$ cat config.mk
export PLATFORM = sky130hd
export DESIGN_NAME = streebog_msg_pad
export DESIGN_NICKNAME = d
export VERILOG_FILES = /design/src/rtl/streebog_pkg.sv /design/src/rtl/streebog_msg_pad.sv
export SDC_FILE = /design/constraint.sdc
export NUM_CORES = 1
export LEC_CHECK = 0
export ABC_AREA = 1
export CORE_MARGIN = 1.5
export CORE_UTILIZATION = 25
export CTS_CLUSTER_SIZE = 14
export DETAILED_ROUTE_END_ITERATION = 16
export PLACE_DENSITY_LB_ADDON = 0.2
export SLEW_MARGIN = 30
export SYNTH_ARGS = -nofsm -noshare
export SYNTH_HDL_FRONTEND = slang
export SYNTH_SLANG_ARGS = --single-unit
$ cat constraint.sdc
create_clock -name clk_i -period 4.9 [get_ports clk_i]
set_input_delay 0.98 -clock clk_i [delete_from_list [all_inputs] [get_ports clk_i]]
set_output_delay 0.98 -clock clk_i [all_outputs]
set_load 0.05 [all_outputs]
$ cat src/rtl/streebog_pkg.sv
// -----------------------------------------------------------------------------
// streebog_pkg
// Shared constants, the message-padder state type and the final-word padding
// helper for the Streebog message path.
//   BLOCK_BITS : message block width (512)
//   WORD_BITS  : host word width (64); BPW bytes per word, WORDS words per block
//   pad_word() : keeps bytes below nbytes, writes 0x01 at byte nbytes (if it
//                falls inside the word), zeroes everything above
// -----------------------------------------------------------------------------
package streebog_pkg;

  localparam int BLOCK_BITS = 512;
  localparam int WORD_BITS  = 64;
  localparam int BPW        = WORD_BITS / 8;
  localparam int WORDS      = BLOCK_BITS / WORD_BITS;
  localparam int NB_W       = $clog2(BPW + 1);
  localparam int LEN_W      = $clog2(BLOCK_BITS + 1);

  typedef enum logic [1:0] {
    FILL     = 2'd0,
    EMIT     = 2'd1,
    EMIT_PAD = 2'd2
  } msgpad_state_t;

  // nbytes==BPW leaves the word untouched: the 0x01 marker then belongs to the
  // next word (or to a separate padding block when the block is full).
  function automatic logic [WORD_BITS-1:0] pad_word(input logic [WORD_BITS-1:0] word,
                                                    input logic [NB_W-1:0]      nbytes);
    logic [WORD_BITS-1:0] r;
    r = '0;
    for (int k = 0; k < BPW; k++) begin
      if (k < int'(nbytes)) begin
        r[8*k +: 8] = word[8*k +: 8];
      end else if (k == int'(nbytes)) begin
        r[8*k +: 8] = 8'h01;
      end
    end
    return r;
  endfunction

endpackage

$ cat src/rtl/streebog_msg_pad.sv
// -----------------------------------------------------------------------------
// streebog_msg_pad
// Packs a byte-counted word stream into 512-bit Streebog message blocks and
// applies the final-block padding 0..0 || 0x01 || M. Each block leaves with the
// number of message bits it carries.
//
// Ports
//   clk_i, rstn_i         clock, asynchronous active-low reset
//   clear_i               synchronous abort, wins over any handshake that cycle
//   s_valid_i/s_ready_o   word handshake; s_data_i, s_last_i, s_nbytes_i payload
//   m_valid_o/m_ready_i   block handshake; m_data_o, m_len_o, m_last_o payload
//
// Handshakes: a transfer happens on the rising edge where valid and ready are
// both high; a valid producer holds its payload stable until that edge.
//
// Configuration macro STREEBOG_MSGPAD_BSWAP_EN: byte-reverse each input word
// before storage (big-endian host; valid bytes of a last word are then the
// most significant ones). Undefined: words are stored as received.
//
// Geometry follows streebog_pkg; DATA_WIDTH/WORD_WIDTH must match
// BLOCK_BITS/WORD_BITS because pad_word() is sized by the package.
// -----------------------------------------------------------------------------
module streebog_msg_pad
  import streebog_pkg::*;
#(
  parameter int DATA_WIDTH = BLOCK_BITS,
  parameter int WORD_WIDTH = WORD_BITS
) (
  input  logic                              clk_i,
  input  logic                              rstn_i,
  input  logic                              clear_i,
  input  logic                              s_valid_i,
  output logic                              s_ready_o,
  input  logic [WORD_WIDTH-1:0]             s_data_i,
  input  logic                              s_last_i,
  input  logic [$clog2(WORD_WIDTH/8+1)-1:0] s_nbytes_i,
  output logic                              m_valid_o,
  input  logic                              m_ready_i,
  output logic [DATA_WIDTH-1:0]             m_data_o,
  output logic [$clog2(DATA_WIDTH+1)-1:0]   m_len_o,
  output logic                              m_last_o
);

  localparam int NWORDS = DATA_WIDTH / WORD_WIDTH;
  localparam int NBPW   = WORD_WIDTH / 8;
  localparam int CNT_W  = $clog2(NWORDS);
  localparam int LENW   = $clog2(DATA_WIDTH + 1);

  msgpad_state_t         state_q, state_d;
  logic [CNT_W-1:0]      cnt_q, cnt_d;
  logic [DATA_WIDTH-1:0] buf_q, buf_d;
  logic [LENW-1:0]       len_q, len_d;
  logic                  last_q, last_d;
  logic                  pad_pend_q, pad_pend_d;

  logic [WORD_WIDTH-1:0] word_in;
  logic [LENW-1:0]       pad_byte;

`ifdef STREEBOG_MSGPAD_BSWAP_EN
  for (genvar k = 0; k < NBPW; k++) begin : g_bswap
    assign word_in[8*k +: 8] = s_data_i[8*(NBPW-1-k) +: 8];
  end
`else
  assign word_in = s_data_i;
`endif

  // Byte position of the 0x01 marker within the block.
  assign pad_byte = LENW'(cnt_q) * LENW'(NBPW) + LENW'(s_nbytes_i);

  always_ff @(posedge clk_i or negedge rstn_i) begin
    if (!rstn_i) begin
      state_q    <= FILL;
      cnt_q      <= '0;
      buf_q      <= '0;
      len_q      <= '0;
      last_q     <= 1'b0;
      pad_pend_q <= 1'b0;
    end else begin
      state_q    <= state_d;
      cnt_q      <= cnt_d;
      buf_q      <= buf_d;
      len_q      <= len_d;
      last_q     <= last_d;
      pad_pend_q <= pad_pend_d;
    end
  end

  always_comb begin
    state_d    = state_q;
    cnt_d      = cnt_q;
    buf_d      = buf_q;
    len_d      = len_q;
    last_d     = last_q;
    pad_pend_d = pad_pend_q;

    unique case (state_q)
      FILL: begin
        if (s_valid_i) begin
          cnt_d = cnt_q + CNT_W'(1);
          if (!s_last_i) begin
            buf_d[cnt_q*WORD_WIDTH +: WORD_WIDTH] = word_in;
            if (cnt_q == CNT_W'(NWORDS-1)) begin
              state_d = EMIT;
              len_d   = LENW'(DATA_WIDTH);
              last_d  = 1'b0;
            end
          end else begin
            buf_d[cnt_q*WORD_WIDTH +: WORD_WIDTH] = pad_word(word_in, s_nbytes_i);
            state_d = EMIT;
            if (int'(s_nbytes_i) == NBPW && cnt_q == CNT_W'(NWORDS-1)) begin
              // Message fills the block exactly: padding goes in its own block.
              len_d      = LENW'(DATA_WIDTH);
              last_d     = 1'b0;
              pad_pend_d = 1'b1;
            end else begin
              if (int'(s_nbytes_i) == NBPW) begin
                // Full last word: marker lands at byte 0 of the next slot.
                buf_d[(int'(cnt_q)+1)*WORD_WIDTH +: WORD_WIDTH] = WORD_WIDTH'(1);
              end
              len_d  = {pad_byte[LENW-4:0], 3'b000};
              last_d = 1'b1;
            end
          end
        end
      end
      EMIT: begin
        if (m_ready_i) begin
          buf_d = '0;
          cnt_d = '0;
          if (pad_pend_q) begin
            state_d = EMIT_PAD;
            buf_d   = DATA_WIDTH'(1);
            len_d   = '0;
            last_d  = 1'b1;
          end else begin
            state_d = FILL;
          end
        end
      end
      EMIT_PAD: begin
        if (m_ready_i) begin
          state_d    = FILL;
          buf_d      = '0;
          cnt_d      = '0;
          pad_pend_d = 1'b0;
        end
      end
      default: state_d = FILL;
    endcase

    if (clear_i) begin
      state_d    = FILL;
      cnt_d      = '0;
      buf_d      = '0;
      len_d      = '0;
      last_d     = 1'b0;
      pad_pend_d = 1'b0;
    end
  end

  assign s_ready_o = (state_q == FILL);
  assign m_valid_o = (state_q != FILL);
  assign m_data_o  = buf_q;
  assign m_len_o   = len_q;
  assign m_last_o  = last_q;

endmodule

-- Yosys cells after proc, flatten, opt, wreduce, memory -nomap -nowiden
Cells that the tools add are included.
- register bits after elaboration: 529
- bits in latches: 0
- memory bits (writable): 0
- memory bits (read-only): 0
- input port bits: 74
- word-level logic and storage cells: 143
- memories kept: 0
- add/sub/neg operators: 5
- multiply operators: 0
- divide/modulo/power cells: 0
- order comparisons: 8
- eq/ne operators: 19
- shift operators: 5
- mux-type cells: 86
- bitwise operators: 0
- reduce and logical (&&, ||, !) cells: 14
- operators by type and width (cell ; number):
    512-bit 2-to-1 mux ; 7
    512-bit bitwise mux ; 3
    512-bit one-hot mux with 3 select lines ; 1
    64-bit by 34-bit variable part select with 512-bit output ; 2
    64-bit by 33-bit variable shift with 512-bit output, first input constant ; 1
    64-bit by 34-bit variable shift with 512-bit output, first input constant ; 1
    64-bit by 33-bit variable part select with 512-bit output, first input constant ; 1
    8-bit 2-to-1 mux ; 32
    10-bit 2-to-1 mux ; 7
    9-bit negation with 34-bit output ; 1
    10-bit negation with 33-bit output ; 1
    1-bit 2-to-1 mux ; 21
    10-bit one-hot mux with 2 select lines ; 1
    4-bit == test, first input constant ; 4
    3-bit by 4-bit < comparator with 1-bit output, first input constant ; 4
    2-bit 2-to-1 mux ; 7
    3-bit inequality test, second input constant ; 4
    5-bit AND reduction ; 2
    3-bit 2-to-1 mux ; 3
    3-bit nonzero test ; 3
    3-bit by 4-bit == test with 1-bit output, first input constant ; 2
    1-bit by 4-bit < comparator with 1-bit output, first input constant ; 2
    2-bit by 4-bit < comparator with 1-bit output, first input constant ; 2
    4-bit AND reduction ; 2
    21 further kinds ; 23

-- Depth between registers and ports, before layout
- depth in word-level cells: 15
- gate-level depth with buffers: 17

-- Worst setup path before layout
OpenSTA, ideal clock, no wires.
- path type: flip-flop to flip-flop
- from: reg state_q[0]
- to: reg buf_q[14] (netlist: m_data_o[14])
- arrival time: 2570 ps
- required time: 4782 ps
- path slack: 2212 ps
- stages on the path, launching flop included: 12
- period minus slack after synthesis: 2688 ps
- path through: dfrtp_1 -> inv_1 -> ha_1 -> inv_1 -> nand2_1 -> nand4_4 -> a21oi_2 -> inv_2 -> buf_2 -> buf_2 -> nand2_1 -> nand2_1
- cells in the longest elaborated chain, start to end: 3
- elaborated cells on any way between the ends: 10
- RTL lines (item ; line ; RTL):
    start: declaration ; streebog_msg_pad.sv:49 ; msgpad_state_t state_q, state_d;
    start signal: assignment ; streebog_msg_pad.sv:79 ; state_q <= state_d;
    2-bit zero test * ; - ;
    net s_ready_o ; streebog_msg_pad.sv:33 ; output logic s_ready_o,
    3-bit inequality test (no line), or another cell as far along ; - ;
    4-bit AND reduction (no line) / 512-bit 2-to-1 mux (equally long branches) ; - ;
    end signal: assignment ; streebog_msg_pad.sv:81 ; buf_q <= buf_d;
    end: declaration ; streebog_msg_pad.sv:51 ; logic [DATA_WIDTH-1:0] buf_q, buf_d;
Mark *: on every way through the listed nets, which the timed path passes. The rest lies on a longest branch.
A chain may end at the register's enable or synchronous reset.

-- Worst setup path after layout
- from: reg cnt_q[1]
- to: reg buf_q[305] (netlist: m_data_o[305])
- cells in the longest elaborated chain, start to end: 10
- elaborated cells on any way between the ends: 19
- RTL lines (item ; line ; RTL):
    start: declaration ; streebog_msg_pad.sv:50 ; logic [CNT_W-1:0] cnt_q, cnt_d;
    start signal: assignment ; streebog_msg_pad.sv:80 ; cnt_q <= cnt_d;
    3-bit by 1-bit adder with 4-bit output / 9-bit negation with 34-bit output (equally long branches) ; streebog_msg_pad.sv:118, streebog_msg_pad.sv:101, streebog_msg_pad.sv:108 ;
    10-bit negation with 33-bit output, or another cell as far along ; streebog_msg_pad.sv:118 ; buf_d[(int'(cnt_q)+1)*WORD_WIDTH +: WORD_WIDTH] = WORD_WIDTH'(1);
    64-bit by 33-bit variable part select with 512-bit output, or another cell as far along ; streebog_msg_pad.sv:118 ;
    512-bit bitwise mux ; streebog_msg_pad.sv:118 ;
    512-bit 2-to-1 mux ; streebog_msg_pad.sv:116 ; if (int'(s_nbytes_i) == NBPW) begin
    512-bit 2-to-1 mux ; streebog_msg_pad.sv:110 ; if (int'(s_nbytes_i) == NBPW && cnt_q == CNT_W'(NWORDS-1)) begin
    512-bit 2-to-1 mux * ; streebog_msg_pad.sv:100 ; if (!s_last_i) begin
    512-bit 2-to-1 mux * ; streebog_msg_pad.sv:98 ; if (s_valid_i) begin
    512-bit one-hot mux with 3 select lines * ; streebog_msg_pad.sv:96 ; unique case (state_q)
    512-bit 2-to-1 mux * ; streebog_msg_pad.sv:151 ; if (clear_i) begin
Mark *: on every way between the ends. The rest lies on a longest branch, timed or not. The select of a mux whose other input is x is not followed.

==> run metrics <==
clock latency on the worst-skew pair 0.66 ns; Die W 363 um; Post-synth ARST share between 90% and 100%; Clock Power Share 25.8%; main combinational cell family by area after synthesis simple AND/OR/NAND/NOR gates; first-pass GRT wire length 261000 um; commonest cells in the netlist nand2_1 (2116), nor2_1 (713), dfrtp_1 (526); power per cell area 528 nW/um2; #FFs+latches synth 526; largest area contributor in the netlist dfrtp_1; Die Ht 363 um; post-synthesis adder-cell area fraction 0.502%; Initial DRT Pass Iterations 8; CP Cell Sequence inv_1, ha_1, ha_2, nor2_4, buf_4, nand2_1, nor2_4, nand2_1, clkinv_2, buf_12, nor2_1, a21oi_1; clock slew at reported path FFs roughly 0.070 ns; syn_area_per_cell 6.34 um2; CTS Hold Bufs 0; clk root buf clkbuf_16; vias in the first global route 34900; final worst setup slack between 0.8 and 0.9 ns; met1 Use GR approximately 36%; maximum fanout along the worst path 31; ys flop type dfrtp_1; Leakage 19.9 nW; area delta synth->final 31.8%; Longest Clk Path Bufs 3; core footprint 128000 um2; HP Class primary input to async pin; peak supply drop 405 uV; Tot GR Track Use 27.1%; H-tree depth 3; slew margin rel. 25.6%; met3 Resource Use GR 5.36%; Yosys cell types 29; Final Slew Violations 0; drt drc 0; Setup crit start cnt_q[1]$_DFFE_PN0P_; Num CTS Buffers 72; Worst path max stage delay roughly 0.55 ns; FF/Latch Area 13200 um2; max cap viols 0; gr busiest metal met2; Least-Margin Pin Slew 1.12 ns; clk_skew 0.0335 ns; combinational share of power 50.2%; CP max stage cell dfrtp_1; WP data required 5.46 ns; Synth Area in XOR/XNOR 0%; PostCTS Resize Cnt 0; drt initial violations 4544; largest net degree at the start of global routing roughly 200; Sw Ratio roughly half; mux cell area share after synthesis 0%; yosys warns 0; post-synthesis simple-gate area fraction 35.6%; top post-synthesis cells by area dfrtp_1 (41%), nand2_1 (24%), nor2_1 (8.3%); number of synthesized flops with an enable pin 0; Int Power 11.2 mW; number of setup violations in the final report 0; # IOs 599; Post-Synthesis Cells 5117; fin crit period 4.00 ns; Worst Path Arrival 4.56 ns; # rows between 100 and 150; Reg power frac 23.9%; WS Path Type register to register; vias per std cell 5.08; crit start category register; Fillers 14100; CTS Sinks 526; Worst R2R Path Depth 12; DRT antenna net count 0; GR Layer Usage met2 a little over two fifths; initial antenna violation count 8; post-synth top area share 40.6%; Total Neg Setup Slack 0 ns; IO Port Bufs 595; GR Overflow Total 0; flop-to-flop setup slack 0.90 ns; cell with the most instances after synthesis nand2_1; post-detail-place hpwl 122000 um; area of the multi-input gates 17000 um2; RSZ-0062 raised after global routing no; P_sw 11.4 mW; Tcrit/Tclk final 81.7%; r2r endpoint m_data_o[305]$_DFFE_PN0P_; Seq/Total Area, Yosys 40.6%; CP endpoint kind register; fmax approximately 250 MHz; Starting Density 25.3%; status complete, no violations; vias roughly 37000; gpl congestion 0.909; Fin. Hold Viols 0; layout net count 5579; Post-CTS Setup Bufs 0; layout cells sized above 1 5.10%; mapped cell area roughly 32000 um2; final wirelength about 180000 um; CTS tree done; Die ar. 132000 um2; reg2reg start cnt_q[1]$_DFFE_PN0P_; pre-CTS setup slack between 0.8 and 0.9 ns; Compound-Gate Fraction of Synth Area 15.8%; drt wl/cell 25.2 um
## layout make-up
cell class / count / area share (%)
multi-input combinational: 3998 / 39.8
sequential: 526 / 30.8
timing repair buffer: 683 / 16.5
tap: 1729 / 5.06
clock buffer: 91 / 4.79
inverter: 211 / 1.90
clock inverter: 40 / 1.19
antenna: 1 / 0.00585
## worst max-delay path, delay by kind of cell, from the launching register on
kind            cells  cell delay, ns
simple gates        5            1.36
buf+inv             4            1.18
fa+ha+maj           2            0.62
flops               1            0.55
compound gates      1            0.13
## layout by cell type, fill, tap and decap left out, drive strengths merged, types with 7 or more instances in the layout
cell type and instances:
nand2 2119, nand3 106, o21ai 428, nand4 7, clkinv 31, bufinv 11, clkdlybuf4s50 593, dfrtp 526
clkbuf 91, nor2 732, ha 13, and2 15, inv 206, buf 90, nor3 9, a21oi 509
a22oi 49
## metal layers
| layer | up-vias | routed length (um) |
|---|---|---|
| li1 | 16900 | - |
| met1 | 18100 | 77800 |
| met2 | 1794 | 84500 |
| met3 | 262 | 15400 |
| met4 | 6 | 5990 |
| met5 | - | 38 |
## state kept, by name, indices dropped and copies added, names as in the netlist
register,flops
cnt_q,3
m_data_o,512
m_last_o,1
m_len_o,7
pad_pend_q,1
state_q,2
## per-stage QoR
step / power (mW) / hold WS (ns) / util [%] / instance area (um2) / std cells
CTS: 22.7 / 0.288 / 33.3 / 42700 / 7276
finish: 22.6 / 0.284 / 33.4 / 42700 / 7279
floorplan: 12.0 / 0.442 / - / 32400 / 5119
global route: 23.6 / 0.316 / 33.4 / 42700 / 7278
detailed placement: 16.7 / 0.477 / 31.3 / 40100 / 7145
global placement: 16.7 / 0.467 / 31.2 / 40000 / 7143
## cells by family (layout without fill, tap and decap cells)
group	Yosys count	after routing
buffers and inverters	595	1025
flip-flops	526	526
other	1	4
adder cells (fa/ha/maj)	13	13
AO/OA/AOI/OAI	994	994
AND/OR/NAND/NOR	2988	2988
## power groups by stage
stage	registers, mW	logic, mW	clock network, mW
final	5.41	11.3	5.83
after global routing	5.47	12.1	6.11
after CTS	5.41	11.3	5.94
after detailed placement	5.47	11.3	0
after global placement	5.48	11.2	0
after floorplan	7.26	4.74	0
## how the worst max path moves through the flow
stage | endpoint
after global routing | m_data_o[295]$_DFFE_PN0P_
after CTS | m_data_o[190]$_DFFE_PN0P_
after detailed placement | m_data_o[226]$_DFFE_PN0P_
after global placement | m_data_o[323]$_DFFE_PN0P_
final | m_data_o[305]$_DFFE_PN0P_
after floorplan | m_data_o[14]$_DFFE_PN0P_
(Power assumes the default switching activity.)
